===== config.mk =====
export PLATFORM = sky130hd
export DESIGN_NAME = mult_dispatch
export DESIGN_NICKNAME = d
export VERILOG_FILES = /design/src/rtl/mult_dispatch.sv
export SDC_FILE = /design/constraint.sdc
export NUM_CORES = 1
export LEC_CHECK = 0
export BUFFER_PORTS_ARGS = -buffer_cell sky130_fd_sc_hd__buf_2
export CORE_UTILIZATION = 40
export CTS_CLUSTER_DIAMETER = 120
export DETAILED_ROUTE_END_ITERATION = 6
export GPL_TIMING_DRIVEN = 0
export PLACE_DENSITY_LB_ADDON = 0.2
export RECOVER_POWER = 25
export SYNTH_ARGS = -nofsm -noshare
export SYNTH_HDL_FRONTEND = slang
export SYNTH_SLANG_ARGS = --single-unit

===== constraint.sdc =====
create_clock -name clk -period 1.96 [get_ports clk]
set_clock_uncertainty 0.05 [all_clocks]
set_input_delay 0.196 -clock clk [delete_from_list [all_inputs] [get_ports clk]]
set_output_delay 0.196 -clock clk [all_outputs]
set_load 0.05 [all_outputs]

===== src/rtl/mult_dispatch.sv =====
// mult_dispatch -- consumer end of the multiply operand queues.
//
// Pops one operand pair from the multiplicand (q1) and multiplier (q2)
// queues, launches the Booth multiplier, captures its 2*WIDTH-bit product
// and writes the product back to the register file (LO word, then HI word).
// While a multiply is in flight, stall holds off the CPU's own register writes.
//
// Build option:
//   MULT_DISPATCH_HI_EN  defined   -> LO and HI words are both written
//                        undefined -> only the LO word is written
//
// Ports:
//   clk, rst              clock, synchronous active-high reset
//   q1_empty, q1_data     multiplicand queue flag / show-ahead head data
//   q2_empty, q2_data     multiplier queue flag / show-ahead head data
//   pop                   one-cycle pop strobe to both queues
//   start                 one-cycle start strobe to the multiplier
//   mc, mp                registered operands to the multiplier
//   busy_m, prod          multiplier busy flag and product
//   wr_en, wr_addr, wr_data  register-file write port
//   stall                 high whenever the dispatcher is not idle
//   done_cnt              completed multiplies (wraps)
//   desync                sticky: queues disagreed on emptiness while idle
`timescale 1ns/1ps
module mult_dispatch #(
    parameter int         WIDTH   = 32,
    parameter logic [4:0] LO_REG  = 5'd26,
    parameter logic [4:0] HI_REG  = 5'd27,
    parameter int         BUSY_TO = 3
) (
    input  logic               clk,
    input  logic               rst,
    input  logic               q1_empty,
    input  logic               q2_empty,
    input  logic [WIDTH-1:0]   q1_data,
    input  logic [WIDTH-1:0]   q2_data,
    output logic               pop,
    output logic               start,
    output logic [WIDTH-1:0]   mc,
    output logic [WIDTH-1:0]   mp,
    input  logic               busy_m,
    input  logic [2*WIDTH-1:0] prod,
    output logic               wr_en,
    output logic [4:0]         wr_addr,
    output logic [WIDTH-1:0]   wr_data,
    output logic               stall,
    output logic [7:0]         done_cnt,
    output logic               desync
);

    localparam int CW = $clog2(BUSY_TO + 1);

    typedef enum logic [2:0] {
        S_IDLE      = 3'd0,
        S_POP       = 3'd1,
        S_LAUNCH    = 3'd2,
        S_WAIT_BUSY = 3'd3,
        S_WAIT_DONE = 3'd4,
        S_WR_LO     = 3'd5,
        S_WR_HI     = 3'd6
    } state_t;

    state_t               state_q, state_d;
    logic [CW-1:0]        cnt_q, cnt_d;
    logic [WIDTH-1:0]     mc_q, mc_d;
    logic [WIDTH-1:0]     mp_q, mp_d;
    logic [2*WIDTH-1:0]   prod_q, prod_d;
    logic [7:0]           done_q, done_d;
    logic                 desync_q, desync_d;
    logic                 pop_q, pop_d;
    logic                 start_q, start_d;
    logic                 stall_q, stall_d;
    logic                 wr_en_q, wr_en_d;
    logic [4:0]           wr_addr_q, wr_addr_d;
    logic [WIDTH-1:0]     wr_data_q, wr_data_d;

    // Next-state and datapath capture logic.
    always_comb begin
        state_d  = state_q;
        cnt_d    = cnt_q;
        mc_d     = mc_q;
        mp_d     = mp_q;
        prod_d   = prod_q;
        done_d   = done_q;
        desync_d = desync_q;
        case (state_q)
            S_IDLE: begin
                // Disagreement is only recorded; it never blocks dispatch.
                if (q1_empty != q2_empty) begin
                    desync_d = 1'b1;
                end else begin
                    desync_d = desync_q;
                end
                if (!q1_empty && !q2_empty) begin
                    state_d = S_POP;
                end else begin
                    state_d = S_IDLE;
                end
            end
            S_POP: begin
                mc_d    = q1_data;
                mp_d    = q2_data;
                state_d = S_LAUNCH;
            end
            S_LAUNCH: begin
                cnt_d   = '0;
                state_d = S_WAIT_BUSY;
            end
            S_WAIT_BUSY: begin
                // A multiplier that never raises busy (zero-cycle multiply)
                // is released by the timeout.
                if (busy_m) begin
                    state_d = S_WAIT_DONE;
                end else begin
                    cnt_d = cnt_q + 1'b1;
                    if (cnt_d == CW'(BUSY_TO)) begin
                        state_d = S_WAIT_DONE;
                    end else begin
                        state_d = S_WAIT_BUSY;
                    end
                end
            end
            S_WAIT_DONE: begin
                if (!busy_m) begin
                    prod_d  = prod;
                    state_d = S_WR_LO;
                end else begin
                    state_d = S_WAIT_DONE;
                end
            end
            S_WR_LO: begin
`ifdef MULT_DISPATCH_HI_EN
                state_d = S_WR_HI;
`else
                done_d  = done_q + 8'd1;
                state_d = S_IDLE;
`endif
            end
            S_WR_HI: begin
                done_d  = done_q + 8'd1;
                state_d = S_IDLE;
            end
            default: begin
                state_d = S_IDLE;
            end
        endcase
    end

    // Output decode from the next state so every strobe is a flop that is
    // high exactly while the registered state is in its active state.
    always_comb begin
        pop_d     = (state_d == S_POP);
        start_d   = (state_d == S_LAUNCH);
        stall_d   = (state_d != S_IDLE);
        wr_en_d   = 1'b0;
        wr_addr_d = 5'd0;
        wr_data_d = '0;
        case (state_d)
            S_WR_LO: begin
                // prod_d is the value entering prod_q on this edge.
                wr_en_d   = 1'b1;
                wr_addr_d = LO_REG;
                wr_data_d = prod_d[WIDTH-1:0];
            end
            S_WR_HI: begin
                // Unreachable unless the high-word state is built in.
                wr_en_d   = 1'b1;
                wr_addr_d = HI_REG;
                wr_data_d = prod_d[2*WIDTH-1:WIDTH];
            end
            default: begin
                wr_en_d   = 1'b0;
                wr_addr_d = 5'd0;
                wr_data_d = '0;
            end
        endcase
    end

    // State, datapath and output registers with synchronous reset.
    always_ff @(posedge clk) begin
        if (rst) begin
            state_q   <= S_IDLE;
            cnt_q     <= '0;
            mc_q      <= '0;
            mp_q      <= '0;
            prod_q    <= '0;
            done_q    <= 8'd0;
            desync_q  <= 1'b0;
            pop_q     <= 1'b0;
            start_q   <= 1'b0;
            stall_q   <= 1'b0;
            wr_en_q   <= 1'b0;
            wr_addr_q <= 5'd0;
            wr_data_q <= '0;
        end else begin
            state_q   <= state_d;
            cnt_q     <= cnt_d;
            mc_q      <= mc_d;
            mp_q      <= mp_d;
            prod_q    <= prod_d;
            done_q    <= done_d;
            desync_q  <= desync_d;
            pop_q     <= pop_d;
            start_q   <= start_d;
            stall_q   <= stall_d;
            wr_en_q   <= wr_en_d;
            wr_addr_q <= wr_addr_d;
            wr_data_q <= wr_data_d;
        end
    end

    assign pop      = pop_q;
    assign start    = start_q;
    assign mc       = mc_q;
    assign mp       = mp_q;
    assign wr_en    = wr_en_q;
    assign wr_addr  = wr_addr_q;
    assign wr_data  = wr_data_q;
    assign stall    = stall_q;
    assign done_cnt = done_q;
    assign desync   = desync_q;

endmodule


Yosys cells after proc, flatten, opt, wreduce, memory -nomap -nowiden
Cells that the tools add are included.
{ "totals": {"regBits": 183, "in_bits": 133, "elab_cells": 50} }
{ "op_classes": {"n_addsub": 2, "n_eq_ne": 13, "muxes": 12, "reduce_logical": 10} }
{ "ops": {"columns": ["op", "n"], "rows": [
  ["64-bit two-way mux", 2],
  ["32-bit one-hot mux with 2 select lines", 1],
  ["3-bit equality test (second input constant)", 5],
  ["3-bit one-hot mux with 5 select lines", 1],
  ["5-bit one-hot mux with 2 select lines", 1],
  ["3-bit by 2-bit equality test with 1-bit output (second input constant)", 3],
  ["8-bit by 1-bit adder with 8-bit output (second input constant)", 1],
  ["3-bit by 1-bit equality test with 1-bit output (second input constant)", 2],
  ["3-bit two-way mux", 2],
  ["2-bit one-hot mux with 2 select lines", 1],
  ["2-bit AND reduction", 2],
  ["2-bit OR reduction", 2],
  ["3-bit zero test", 1],
  ["1-bit two-way mux", 3],
  ["3-bit nonzero test", 1],
  ["2-bit by 1-bit adder with 2-bit output (second input constant)", 1],
  ["2-bit equality test (second input constant)", 1],
  ["1-bit zero test", 2],
  ["2-bit two-way mux", 1],
  ["2-bit != test (second input constant)", 1],
  ["2-bit nonzero test", 1],
  ["1-bit logical AND", 1],
  ["1-bit != test", 1]
]} }

Longest topological paths before layout
{ "logic_depth": {"word_depth": 8, "ltp_mapped": 6, "mapped_depth_nobuf": 5} }

Worst setup path before layout
No wires, ideal clock.
{ "synth_path": {"path_kind": "register to register", "start": "reg done_q[0] (netlist: done_cnt[0])", "end": "reg done_q[6] (netlist: done_cnt[6])", "setup_time_ps": 121, "arrival_time_ps": 1512, "required_ps": 1789, "path_slack_ps": 277, "stages_incl_launch_ff": 5, "path_buffers": 0, "path_cell_list": "dfxtp_1 -> ha_1 -> nand2_1 -> nor4_1 -> mux2_2"} }
{ "synth_via": {"elab_chain_len": 1} }
{ "synth_lines": {"columns": ["item", "line", "text"], "rows": [
  ["from (decl)", "68", "logic [7:0] done_q, done_d;"],
  ["from (signal assigned)", "201", "done_q <= done_d;"],
  ["8-bit by 1-bit adder with 8-bit output", "135, 140", null]
]} }
Every way passes these cells.
A chain may end at the register's enable or synchronous reset.

Worst setup path after layout
{ "layout_path": {"start": "reg state_q[1]", "end": "reg mc_q[28] (netlist: mc[28])"} }
{ "layout_via": {"elab_chain_len": 1} }
{ "layout_lines": {"columns": ["item", "line", "text"], "rows": [
  ["from (decl)", "63", "state_t state_q, state_d;"],
  ["from (signal assigned)", "196", "state_q <= state_d;"],
  ["3-bit by 1-bit equality test with 1-bit output", "86", "case (state_q)"],
  ["to (signal assigned)", "198", "mc_q <= mc_d;"],
  ["to (decl)", "65", "logic [WIDTH-1:0] mc_q, mc_d;"]
]} }
Every way passes these cells.

==> flow_summary.ini <==
[status]
outcome = finished, final reports clean

[floorplan]
core_um2 = 9730
rows = 36
dieWidth_um = 102
die_area_um2 = 10400
ioPinCount = 247
start_util_pct = 40.9
die-height_um = 102

[global_routing]
grt_pass1_vias = 4091
grt_max_degree = 17
grt_first_pass_wirelength_um = 18100
grt_usage_pct = 22.9
global_route.overflow_total = 0
antenna_found_initial = 0

[final_layout]
antenna_cells = 0
areaGrowthSynthToFinish_pct = 66.4
drive_gt1_share_pct = 27.8
fill_cells = 800
fin_nets = 913
finalInstanceArea_um2 = 6630

[synth]
yosysMostFrequentCell = nand2_1
ys_seq_area_share_pct = 57.8
yosys.area.top_type = dfxtp_1
synth_edf_count = 0
synth_top_family_by_area = simple AND/OR/NAND/NOR gates
yosysTopAreaCellShare_pct = 57.8
synth_ff_type = dfxtp_1
synth_simple_gate_area_share_pct = 23.4
netlist_instances = 448
synth_compound_area_share_pct = 11.4
synth-xor-area-share_pct = 0.220
synth_warnings = 0
synth-seq-cells = 115
yosys-mux-area-fraction_pct = 0.566
synth.cell_area_um2 = 3980
syn_avg_cell_area_um2 = 8.89
async_flop_share_pct = 0
synth_fa_ha_area_share_pct = 0.943
synthDistinctLibCells = 37
yosys-top-cells-count = 131 x nand2_1, 115 x dfxtp_1, 72 x a21oi_1
yosys-top-cells-area = dfxtp_1 58%, nand2_1 12%, a21oi_1 9.1%, and2_1 5.2%, buf_2 2.1%

[min_path]
hold_class = in -> reg

[power_and_ir_drop]
p_per_area_nw_per_um2 = 945
leakagePower_uw = 0.00293
irDropWorstVdd_mv = 0.636

[routing]
viasPerCell = 4.64
ant_nets = 0
wirelength_um = 12100
drcViolationCount = 0
vias = 4269
routedWlPerCell_um = 13.1
drt_iter0_drc = 86
drtPass1Iterations = 4

[clocking]
clock-sinks = 115
cts_max_path_buffers = 2
htree_levels = 4
cts_tree = built
cts.clk_slew.worst_paths_ns = 0.05
postCtsHoldBufs = 96
cts_resized = 0
clockRootBuffer = clkbuf_8
clock_latency_ns = 0.51
cts_setup_buffers = 0
cts_buffers = 17

[critical_path]
critPathMaxFanout = 10
critPathCaptureType = flip-flop
critPathArrivalTime_ns = 2.10
cp-start-kind = flip-flop
path_class = reg -> reg
required_ns = 2.28

[placement]
gp_congestion = 0.775
place_ws_ns = 0.212
placed_cell_area_um2 = 5220
place_hpwl_um = 7380
io_buffers = 213

[run]
drv_cap = 0

[sta]
slew_headroom_pct = 57.0
fin_crit_sh_pct = 90.9
holdWs_ns = 0.0188
maxSlewViolCount = 0
setup_viol = 0
setup_ws_ns = 0.178
fmaxAchievable_mhz = 561
fin_crit_ns = 1.78
worst-slew-pin-transition_ns = 0.647
final.setup.tns_ns = 0
grt_setup_unrepaired = no
hold_viol_final = 0
[kinds of logic (layout without fill, tap and decap cells)]
family                     after synthesis  count (layout)
adders and majority gates                3               3
DFF                                    115             115
xor gates and xnor gates                 1               1
other                                    1               2
muxes                                    2               2
and+or+nand+nor                        199             199
AOI/OAI and AO/OA                       86              86
buffers and inverters                   41             379
[per-layer routing]
metal  GRT usage, %  part of all wire, %  wire length (um)  vias up
met5              0                    0                 0        -
met4           11.5                  2.7               323        0
met3           7.87                  7.9               958       31
met2           40.1                   49              5950      173
met1           24.6                   40              4820     1952
li1               -                    -                 -     2113
[cells in the final DEF, fill, tap and decap left out, types with 3 or more instances in the layout]
cell type,Yosys,layout
buf_2,17,177
nand2_1,131,131
dfxtp_1,115,115
dlygate4sd3_1,0,96
a21oi_1,72,72
clkbuf_1,9,65
and2_1,33,33
clkbuf_16,0,16
nor2_1,7,7
inv_1,6,6
o21ai_0,6,6
clkinv_2,0,6
or3_1,5,5
buf_6,4,4
buf_4,4,4
nor2b_1,3,3
nand4_1,3,3
ha_1,3,3
clkbuf_8,0,3
[critical path: stages (launching register included)]
cell	delay (ns)
dfxtp_1	0.33
buf_2	0.18
or3b_2	0.47
buf_2	0.21
buf_2	0.21
nand2_1	0.11
a21oi_1	0.08
[flip-flops by register name (all words and copies together), names as in the netlist]
signal / count
desync: 1
state_q: 3
wr_data: 32
stall: 1
done_cnt: 8
cnt_q: 2
wr_addr: 2
mp: 32
pop: 1
mc: 32
start: 1
[cell type report]
class                      count  area (um2)  share of cell area [%]
tap                          133         166                    2.51
inverter                       6        22.5                   0.340
clock inverter                 7        60.1                   0.907
clock buffer                  22         453                    6.84
sequential                   115        2300                    34.7
timing repair buffer         309        1960                    29.6
buffer                        35         198                    2.98
multi-input combinational    293        1460                    22.1
[metrics by stage]
stage	total power [uW]	util, %	cells
final	6260	68.1	920
after floorplan	3180	-	449
after detailed placement	3470	53.6	795
after CTS	6310	68.8	920
after global routing	6520	68.1	920
after global placement	3450	53.6	795
[final timing paths]
path / start / end / slack, ns / depth (start not counted)
worst max-delay path: state_q[1] / mc[28] / 0.18 / 6
worst min-delay path: rst / wr_addr[3] / 0.02 / 3
worst max register to register: state_q[1] / mc[28] / 0.18 / 6
worst min register to register: mc[14] / mc[14] / 0.40 / 2
[report_power, final]
part | switching [uW] | internal (uW) | total, uW
registers | 51.0 | 2450 | 2500
clock network | 980 | 1710 | 2690
logic | 698 | 375 | 1070
Power figures use the tool's default switching activity.
